**src/rtl/fsm_ctrl_sequencer_pkg.sv**
```systemverilog
// Shared state encodings, mode codes and output bundle for the counter-FSM sequencer.
package fsm_ctrl_pkg;

  localparam logic [1:0] ST_IDLE = 2'b00;
  localparam logic [1:0] ST_RUN  = 2'b01;
  localparam logic [1:0] ST_DONE = 2'b10;

  localparam logic [1:0] X_M0 = 2'd0;
  localparam logic [1:0] X_M1 = 2'd1;
  localparam logic [1:0] X_M2 = 2'd2;
  localparam logic [1:0] X_M3 = 2'd3;

  typedef struct packed {
    logic [1:0] x;
    logic       en;
    logic       busy;
    logic       done;
  } ctrl_out_t;

  localparam ctrl_out_t OUT_IDLE = '{x: X_M0, en: 1'b0, busy: 1'b0, done: 1'b0};
  localparam ctrl_out_t OUT_DONE = '{x: X_M0, en: 1'b0, busy: 1'b0, done: 1'b1};

endpackage

```
**src/rtl/fsm_ctrl_sequencer_if.sv**
```systemverilog
// Host <-> sequencer bus: program/handshake inputs and counter-FSM drive outputs.
interface fsm_ctrl_sequencer_if #(
  parameter int NUM_STEPS = 4,
  parameter int DWELL_W   = 4
);
  localparam int STEP_W = $clog2(NUM_STEPS);

  logic                   start;
  logic                   abort;
  logic                   loop;
  logic [2*NUM_STEPS-1:0] seq;
  logic [DWELL_W-1:0]     dwell;
  logic [1:0]             x;
  logic                   en;
  logic                   busy;
  logic                   done;
  logic [STEP_W-1:0]      step;

  modport master (output start, abort, loop, seq, dwell,
                  input  x, en, busy, done, step);
  modport slave  (input  start, abort, loop, seq, dwell,
                  output x, en, busy, done, step);
endinterface

```
**src/rtl/fsm_ctrl_sequencer_dwell_counter.sv**
```systemverilog
// Per-step dwell counter: counts 0..limit-1, flags the last cycle and holds there.
module dwell_counter #(
  parameter int DWELL_W = 4
) (
  input  logic               i_clk,
  input  logic               i_rst_n,
  input  logic               i_clear,
  input  logic               i_enable,
  input  logic [DWELL_W-1:0] i_limit,
  output logic               o_tc
);
  logic [DWELL_W-1:0] r_cnt;

  assign o_tc = (r_cnt == (i_limit - DWELL_W'(1)));

  always_ff @(posedge i_clk or negedge i_rst_n) begin
    if (!i_rst_n)                r_cnt <= '0;
    else if (i_clear)            r_cnt <= '0;
    else if (i_enable && !o_tc)  r_cnt <= r_cnt + DWELL_W'(1);
  end
endmodule

```
**src/rtl/fsm_ctrl_sequencer.sv**
```systemverilog
// Moore sequencer that plays a shadowed program of mode codes into the counter FSM's X/En.
module fsm_ctrl_sequencer
  import fsm_ctrl_pkg::*;
#(
  parameter int NUM_STEPS = 4,
  parameter int DWELL_W   = 4
) (
  input logic                   i_clk,
  input logic                   i_rst_n,
  fsm_ctrl_sequencer_if.slave   bus
);
  localparam int STEP_W = $clog2(NUM_STEPS);

  logic [1:0]             r_state;
  ctrl_out_t              r_out;
  logic [STEP_W-1:0]      r_step;
  logic [2*NUM_STEPS-1:0] r_seq_q;
  logic [DWELL_W-1:0]     r_dwell_q;

  logic                   w_tc;
  logic                   w_last;
  logic                   w_clear;
  logic [STEP_W-1:0]      w_step_nxt;

  assign w_last     = (r_step == STEP_W'(NUM_STEPS - 1));
  assign w_step_nxt = r_step + STEP_W'(1);
  // Counter only runs in RUN; it restarts on every step boundary or abort.
  assign w_clear    = (r_state != ST_RUN) | w_tc | bus.abort;

  dwell_counter #(.DWELL_W(DWELL_W)) u_dwell (
    .i_clk    (i_clk),
    .i_rst_n  (i_rst_n),
    .i_clear  (w_clear),
    .i_enable (r_state == ST_RUN),
    .i_limit  (r_dwell_q),
    .o_tc     (w_tc)
  );

  always_ff @(posedge i_clk or negedge i_rst_n) begin
    if (!i_rst_n) begin
      r_state   <= ST_IDLE;
      r_out     <= OUT_IDLE;
      r_step    <= '0;
      r_seq_q   <= '0;
      r_dwell_q <= '0;
    end else begin
      case (r_state)
        ST_IDLE: begin
          if (bus.start && !bus.abort) begin
            r_state   <= ST_RUN;
            r_seq_q   <= bus.seq;
            r_dwell_q <= (bus.dwell == '0) ? DWELL_W'(1) : bus.dwell;
            r_step    <= '0;
            r_out     <= '{x: bus.seq[1:0], en: 1'b1, busy: 1'b1, done: 1'b0};
          end
        end
        ST_RUN: begin
          if (bus.abort) begin
            r_state <= ST_IDLE;
            r_out   <= OUT_IDLE;
            r_step  <= '0;
          end else if (w_tc) begin
            if (!w_last) begin
              r_step  <= w_step_nxt;
              r_out.x <= r_seq_q[{w_step_nxt, 1'b0} +: 2];
            end else if (bus.loop) begin
              r_step  <= '0;
              r_out.x <= r_seq_q[1:0];
            end else begin
              r_state <= ST_DONE;
              r_out   <= OUT_DONE;
              r_step  <= '0;
            end
          end
        end
        ST_DONE: begin
          r_state <= ST_IDLE;
          r_out   <= OUT_IDLE;
        end
        default: begin
          r_state <= ST_IDLE;
          r_out   <= OUT_IDLE;
          r_step  <= '0;
        end
      endcase
    end
  end

  assign bus.x    = r_out.x;
  assign bus.en   = r_out.en;
  assign bus.busy = r_out.busy;
  assign bus.done = r_out.done;
  assign bus.step = r_step;
endmodule
```
**src/flat_wrapper.sv**
```systemverilog
// flat-port wrapper written by rule: the top's interface ports become plain ports
module fsm_ctrl_sequencer_flat import fsm_ctrl_pkg::*;
#(
  parameter int NUM_STEPS = 4,
  parameter int DWELL_W   = 4
)
  (i_clk, i_rst_n, bus_start, bus_abort, bus_loop, bus_seq, bus_dwell, bus_x, bus_en, bus_busy, bus_done, bus_step);
  fsm_ctrl_sequencer_if #(.NUM_STEPS(NUM_STEPS), .DWELL_W(DWELL_W)) bus_i ();
  input logic i_clk;
  input logic i_rst_n;
  input wire logic [$bits(bus_i.start)-1:0] bus_start;
  input wire logic [$bits(bus_i.abort)-1:0] bus_abort;
  input wire logic [$bits(bus_i.loop)-1:0] bus_loop;
  input wire logic [$bits(bus_i.seq)-1:0] bus_seq;
  input wire logic [$bits(bus_i.dwell)-1:0] bus_dwell;
  output wire logic [$bits(bus_i.x)-1:0] bus_x;
  output wire logic [$bits(bus_i.en)-1:0] bus_en;
  output wire logic [$bits(bus_i.busy)-1:0] bus_busy;
  output wire logic [$bits(bus_i.done)-1:0] bus_done;
  output wire logic [$bits(bus_i.step)-1:0] bus_step;
  assign bus_i.start = bus_start;
  assign bus_i.abort = bus_abort;
  assign bus_i.loop = bus_loop;
  assign bus_i.seq = bus_seq;
  assign bus_i.dwell = bus_dwell;
  assign bus_x = bus_i.x;
  assign bus_en = bus_i.en;
  assign bus_busy = bus_i.busy;
  assign bus_done = bus_i.done;
  assign bus_step = bus_i.step;
  fsm_ctrl_sequencer #(.NUM_STEPS(NUM_STEPS), .DWELL_W(DWELL_W)) u_core (.i_clk(i_clk), .i_rst_n(i_rst_n), .bus(bus_i));
endmodule
```
**config.mk**
```make
export PLATFORM = sky130hd
export DESIGN_NAME = fsm_ctrl_sequencer_flat
export DESIGN_NICKNAME = d
export VERILOG_FILES = /design/src/rtl/fsm_ctrl_sequencer_pkg.sv /design/src/rtl/fsm_ctrl_sequencer_if.sv /design/src/rtl/fsm_ctrl_sequencer_dwell_counter.sv /design/src/rtl/fsm_ctrl_sequencer.sv /design/src/flat_wrapper.sv
export SDC_FILE = /design/constraint.sdc
export NUM_CORES = 1
export LEC_CHECK = 0
export ABC_AREA = 1
export CAP_MARGIN = 25
export CORE_UTILIZATION = 50
export DETAILED_ROUTE_END_ITERATION = 8
export GPL_TIMING_DRIVEN = 0
export PLACE_DENSITY = 0.78
export SLEW_MARGIN = 20
export SYNTH_ARGS = -nofsm -noshare
export SYNTH_HDL_FRONTEND = slang
export SYNTH_SLANG_ARGS = --single-unit
```
**constraint.sdc**
```tcl
create_clock -name i_clk -period 2.1 [get_ports i_clk]
set_clock_uncertainty 0.05 [all_clocks]
set_input_delay 0.42 -clock i_clk [delete_from_list [all_inputs] [get_ports i_clk]]
set_output_delay 0.42 -clock i_clk [all_outputs]
set_load 0.02 [all_outputs]
```
==> run metrics, run 1 <==
status=finished, violations left; failing checks=hold timing; Post-Synth XOR/XNOR Area=0.01429; largest net degree at the start of global routing=23; CP Capture Point=bus_step[0]; initial core utilization=0.5438; clk_lat worst skew=between 300 and 400 ps; Worst Hold Class=in2async; pwr/cell area=between 1000 and 1500 nW/um^2; setup slack, reg-to-reg=~360 ps; routed vias=between 1,000 and 1,500; Final #Nets=about 210; top post-synthesis cells by area=dfrtp_1 45%, nand2_1 15%, inv_1 7.7%; CP Class=reg2out; vias in the first global route=approximately 1,000; initial antenna violation count=0; Avg Cell Area, Syn=between 7 and 8 sq um; Synth Area in Simple Gates=0.3061; Routed WL=about 2300 microns; Crit path depth=1; Final ANT Viol Nets=0; Yosys reg bits=22; Final Total Pwr=~1.9 mW; RSZ-0062 raised after global routing=no; synthesis warning total=0; CTS tree=yes; Placed Instances=roughly 220; Worst Tran Pin Value=roughly 470 ps; Max VDD drop=around 0.7 mV; Worst Reg-to-Reg Cells=12; Setup TNS=0 ps; Netlist cell types=21; WP buf/inv=1; Startpoint Class=register; # diodes=0; largest family of logic cells by synthesized area=simple AND/OR/NAND/NOR gates; Final Hold Fails=22; post-synthesis compound-gate area fraction=0.07551; leading area contributor after synthesis=dfrtp_1; Synthesized Nets=between 150 and 200; critical path's slowest cell=clkdlybuf4s50_1; Num CTS Buffers=3; clock transition at the registers of the reported paths=120 ps; Resized Gates After CTS=0; Pleak=roughly 0.78 nW; commonest non-fill, non-tap cell in the layout=nand2_1; relative slew slack=0.6852; critical path required time=between 1500 and 2000 ps; routability cong.=between 0.8 and 0.9; Critical Path, Cell by Cell=clkdlybuf4s50_1; WL/cell=~11 microns; Final Max Tran Viols=0; Post-Synth Adder-Cell Area=0.03061; Reg-to-Reg Start=u_core.r_dwell_q[0]; Synth Cell Area=~1200 sq um; fmax=between 0.5 and 0.6 GHz; post-synth top area share=0.4490; CP peak stage delay=between 600 and 700 ps; cts hold-fix bufs=0; Root Buffer=clkbuf_4; CP Capture Type=output pin; crit path from=u_core.bus.step[0]; Iter 0 DRT Violations=22; Max Root-Sink Buffers=2; commonest non-fill, non-tap cells in the layout=50 x nand2_1, 25 x inv_1, 22 x clkdlybuf4s50_1, 22 x dfrtp_1, 18 x nor2_1; grt total ovfl=0; site row count=17; Die Y=51.52 microns; max cap viols=0; Crit Path Max Fanout=8; worst hold slack=-12.06 ps; Period minus WS final=1949 ps; Port Buffer Count=23; Die X=around 52 microns; WP data arrival=between 1000 and 1500 ps; Ports=24; Synth Instances=around 170; Post-CTS Setup Inserts=0; DRT Pass-1 Iters=4; fin util=0.6693; area grow syn2layout=23.06%; final cycle utilization of the critical path=0.9282; DIE AREA=about 2700 sq um; Largest delay share family, worst path=buffers and inverters; share of cells above drive strength 1=0.1099; DR vias/cell=~4.9; global-route wire length before repair=approximately 4100 microns; Tot GR Track Use=0.2125; DRC=0; post-synthesis mux area share=0.01837; Layout Cells excl Fill=~220; Reg-to-Reg End=u_core.bus.step[1]; H-tree levels=1; hpwl dp=1819 microns; core area=between 2000 and 2500 sq um; Clock Sinks=22; Setup Viol. Count Final=0; register area share after synthesis=0.4490
-- cell usage after synthesis, drive strengths merged --
library cell / number
nand2: 54
inv: 30
dfrtp: 22
nor2: 20
nand3: 9
o21ai: 9
a21oi: 7
buf: 3
ha: 3
a31oi: 2
mux2: 2
nand4: 1
nor3: 1
xnor2: 1
xor2: 1
-- layer usage --
| layer | share of wire | wire length (microns) | track usage | up-vias |
|---|---|---|---|---|
| met5 | 0 | 0 | 0 | - |
| met4 | 0.019 | 44 | 0.09459 | 0 |
| met3 | 0.018 | 41 | 0.03509 | 5 |
| met2 | 0.53 | 1227 | 0.3939 | 11 |
| met1 | 0.43 | 1001 | 0.2353 | 503 |
| li1 | - | - | - | 555 |
-- registers in the layout (all words and copies together) (netlist names) --
name	cells
u_core.bus.step	2
u_core.r_seq_q	8
u_core.u_dwell.r_cnt	4
u_core.r_dwell_q	4
u_core.bus.done	1
u_core.bus.x	2
u_core.r_state	1
-- power by group --
part | total, mW | internal [mW] | switching (mW)
clock | 0.196 | 0.0673 | 0.129
sequential | 0.710 | 0.589 | 0.121
combinational | 1.01 | 0.424 | 0.583
total | 1.91 | 1.08 | 0.833
-- worst min-delay path by stage --
stage	start	endpoint	slack, ps	depth (start not counted)
after floorplan	i_rst_n	u_core.bus.done	70	0
after global placement	u_core.bus.x[0]	u_core.bus.x[0]	420	2
after detailed placement	u_core.bus.x[0]	u_core.bus.x[0]	420	2
after CTS	u_core.bus.x[1]	u_core.bus.x[1]	450	2
after global routing	i_rst_n	u_core.r_seq_q[3]	20	1
final	i_rst_n	u_core.bus.x[1]	-10	1
-- cell families after synthesis --
group / after synthesis
simple gates: 85
fa+ha+maj: 3
mux: 2
xor+xnor: 2
flops: 22
compound gates: 18
buf+inv: 33
-- final cells by class --
cell class,count,area (sq um)
Inverter,30,112.6
Tap cell,28,35.03
Clock buffer,3,22.52
Timing Repair Buffer,23,225.2
Fill cell,206,745.7
Buffer,3,17.52
Sequential cell,22,550.5
Multi-Input combinational cell,110,545.5
-- stage by stage --
step / cell area, sq um / setup slack (ps)
floorplan: 1226 / 559.0
global placement: 1491 / 309.2
detailed placement: 1491 / 279.6
CTS: 1514 / 143.7
global route: 1509 / 83.10
finish: 1509 / 150.8
Power figures use the tool's default switching activity.
==> inputs of run 2 (changes only) <==
--- a/config.mk
+++ b/config.mk
@@ -10,6 +10,7 @@
 export CORE_UTILIZATION = 50
 export DETAILED_ROUTE_END_ITERATION = 8
 export GPL_TIMING_DRIVEN = 0
+export MAX_ROUTING_LAYER = met4
 export PLACE_DENSITY = 0.78
 export SLEW_MARGIN = 20
 export SYNTH_ARGS = -nofsm -noshare
==> run 2 against run 1 <==
  * The flow still finishes with violations (hold timing)
  * Register-to-register slack about the same
  * Sequential power about the same
  * Global-route usage up 0.57 points
  * Flip-flop and latch count unchanged
  * Cell count unchanged
  * Via count unchanged
  * Die area unchanged
  * Wire length unchanged
  * Critical path depth unchanged
  * Worst hold slack about the same
  * Non-clock buffer count unchanged
  * Fmax unchanged
  * Largest cell class unchanged
==> run metrics, run 2 (synthesis results as in run 1) <==
initial antenna violation count=0; clock transition at the registers of the reported paths=120 ps; CP peak stage delay=~660 ps; Final Hold Fails=22; share of cells above drive strength 1=0.1099; fmax=about 0.51 GHz; Die Y=a little over 50 microns; Resized Gates After CTS=0; sequential share of power=0.371; critical path's slowest cell=clkdlybuf4s50_1; DP Area=approximately 1500 sq um; net switching power=around 830 uW; # diodes=0; Comb power frac=0.526; initial core utilization=0.5438; global-route wire length before repair=a little over 4000 microns; final cycle utilization of the critical path=0.9282; critical path required time=1630 ps; CTS tree=yes; area grow syn2layout=23.06%; biggest regs=u_core.r_seq_q: 8 flops, u_core.r_dwell_q: 4 flops, u_core.u_dwell.r_cnt: 4 flops; Crit Path Max Fanout=8; Worst Tran Pin Value=472.1 ps; Critical Path, Cell by Cell=clkdlybuf4s50_1; Final #Nets=approximately 210; Root Buffer=clkbuf_4; RSZ-0062 raised after global routing=no; Tot GR Track Use=0.2183; Largest delay share family, worst path=buffers and inverters; DIE AREA=~2700 sq um; commonest non-fill, non-tap cells in the layout=50 x nand2_1, 25 x inv_1, 22 x clkdlybuf4s50_1, 22 x dfrtp_1, 18 x nor2_1; Startpoint Class=register; max cap viols=0; Setup TNS=0 ps; Final ANT Viol Nets=0; Num CTS Buffers=3; relative slew slack=0.6853; Clock Sinks=22; grt total ovfl=0; Max VDD drop=about 0.71 mV; Pleak=just under 0.8 nW; Setup Viol. Count Final=0; switching share of power=0.4354; Final Max Tran Viols=0; core area=2255 sq um; Die X=just over 50 microns; CP Class=reg2out; Worst Hold Class=in2async; Setup WS pre-CTS=279.6 ps; Iter 0 DRT Violations=22; WP data arrival=1480 ps; Most flops, register=u_core.r_seq_q; vias in the first global route=around 1,000; clk_lat worst skew=310 ps; cell-internal power=between 1 and 1.5 mW; site row count=17; worst hold slack=-12.10 ps; Routed WL=approximately 2300 microns; H-tree levels=1; DRT Pass-1 Iters=4; pwr/cell area=roughly 1300 nW/um^2; max FFs per register=8; failing checks=hold timing; WL/cell=around 11 microns; WP buf/inv=1; routability cong.=roughly 0.86; CP Capture Type=output pin; fin area=between 1500 and 2000 sq um; Post-CTS Setup Inserts=0; DR vias/cell=4.904; Period minus WS final=about 2000 ps; largest net degree at the start of global routing=23; hpwl dp=roughly 1800 microns; routed vias=between 1,000 and 1,500; commonest non-fill, non-tap cell in the layout=nand2_1; cts hold-fix bufs=0; Final WS setup=150.8 ps; DRC=0; status=finished, violations left; Port Buffer Count=23; Ports=24; Max Root-Sink Buffers=2; clock share of power=0.102
==> run 2: cell counts in the layout (fill, tap and decap cells not counted) <==
Identical to the previous run, type by type.
==> run 2: through the flow <==
stage | hold WS (ps) | util | cells | total power [mW]
after floorplan | 74.41 | - | 165 | 1.440
after global placement | 415.2 | 0.6615 | 216 | 1.681
after detailed placement | 423.5 | 0.6615 | 216 | 1.730
after CTS | 453.0 | 0.6715 | 219 | 1.924
after global routing | 24.82 | 0.6693 | 219 | 2.099
final | -12.10 | 0.6693 | 219 | 1.913
==> run 2: final timing paths <==
path | from | endpoint | slack, ps | cells after the start
max | u_core.bus.step[0] | bus_step[0] | 150 | 1
min | i_rst_n | u_core.bus.x[1] | -10 | 1
max reg2reg | u_core.r_dwell_q[0] | u_core.bus.step[1] | 360 | 12
min reg2reg | u_core.bus.x[1] | u_core.bus.x[1] | 450 | 2
max in group asynchronous | i_rst_n | u_core.r_dwell_q[3] | 1690 | 1
min in group i_clk | u_core.bus.x[1] | u_core.bus.x[1] | 450 | 2
==> run 2: layer usage <==
metal  vias to the layer above  share of wire  global-route usage  routed length, microns
met4                         0          0.019             0.09459                      44
met1                       503           0.43              0.2353                    1001
met5                         -              0                   -                       0
li1                        555              -                   -                       -
met2                        11           0.53              0.3939                    1227
met3                         5          0.018             0.03509                      41
==> run 2: power by group through the flow <==
| stage | logic [mW] | registers, mW | clock network (mW) |
|---|---|---|---|
| 2_1_floorplan | 0.695 | 0.745 | 0 |
| 4_1_cts | 1.02 | 0.708 | 0.201 |
| 3_3_place_gp | 0.971 | 0.710 | 0 |
| 3_5_place_dp | 1.01 | 0.716 | 0 |
| 6_report | 1.01 | 0.710 | 0.196 |
| 5_1_grt | 1.15 | 0.734 | 0.215 |
==> run 2: final cells by class <==
class                           count  area [sq um]
Tap cell                           28         35.03
Sequential cell                    22         550.5
Buffer                              3         17.52
Inverter                           30         112.6
Fill cell                         206         745.7
Multi-Input combinational cell    110         545.5
Clock buffer                        3         22.52
Timing Repair Buffer               23         225.2
==> inputs of run 3 (changes only) <==
--- a/config.mk
+++ b/config.mk
@@ -16,3 +16,4 @@
 export SYNTH_ARGS = -nofsm -noshare
 export SYNTH_HDL_FRONTEND = slang
 export SYNTH_SLANG_ARGS = --single-unit
+export TNS_END_PERCENT = 5
==> results of run 3 <==
Same layout as run 2: the final DEF is identical, and so are final timing and power.
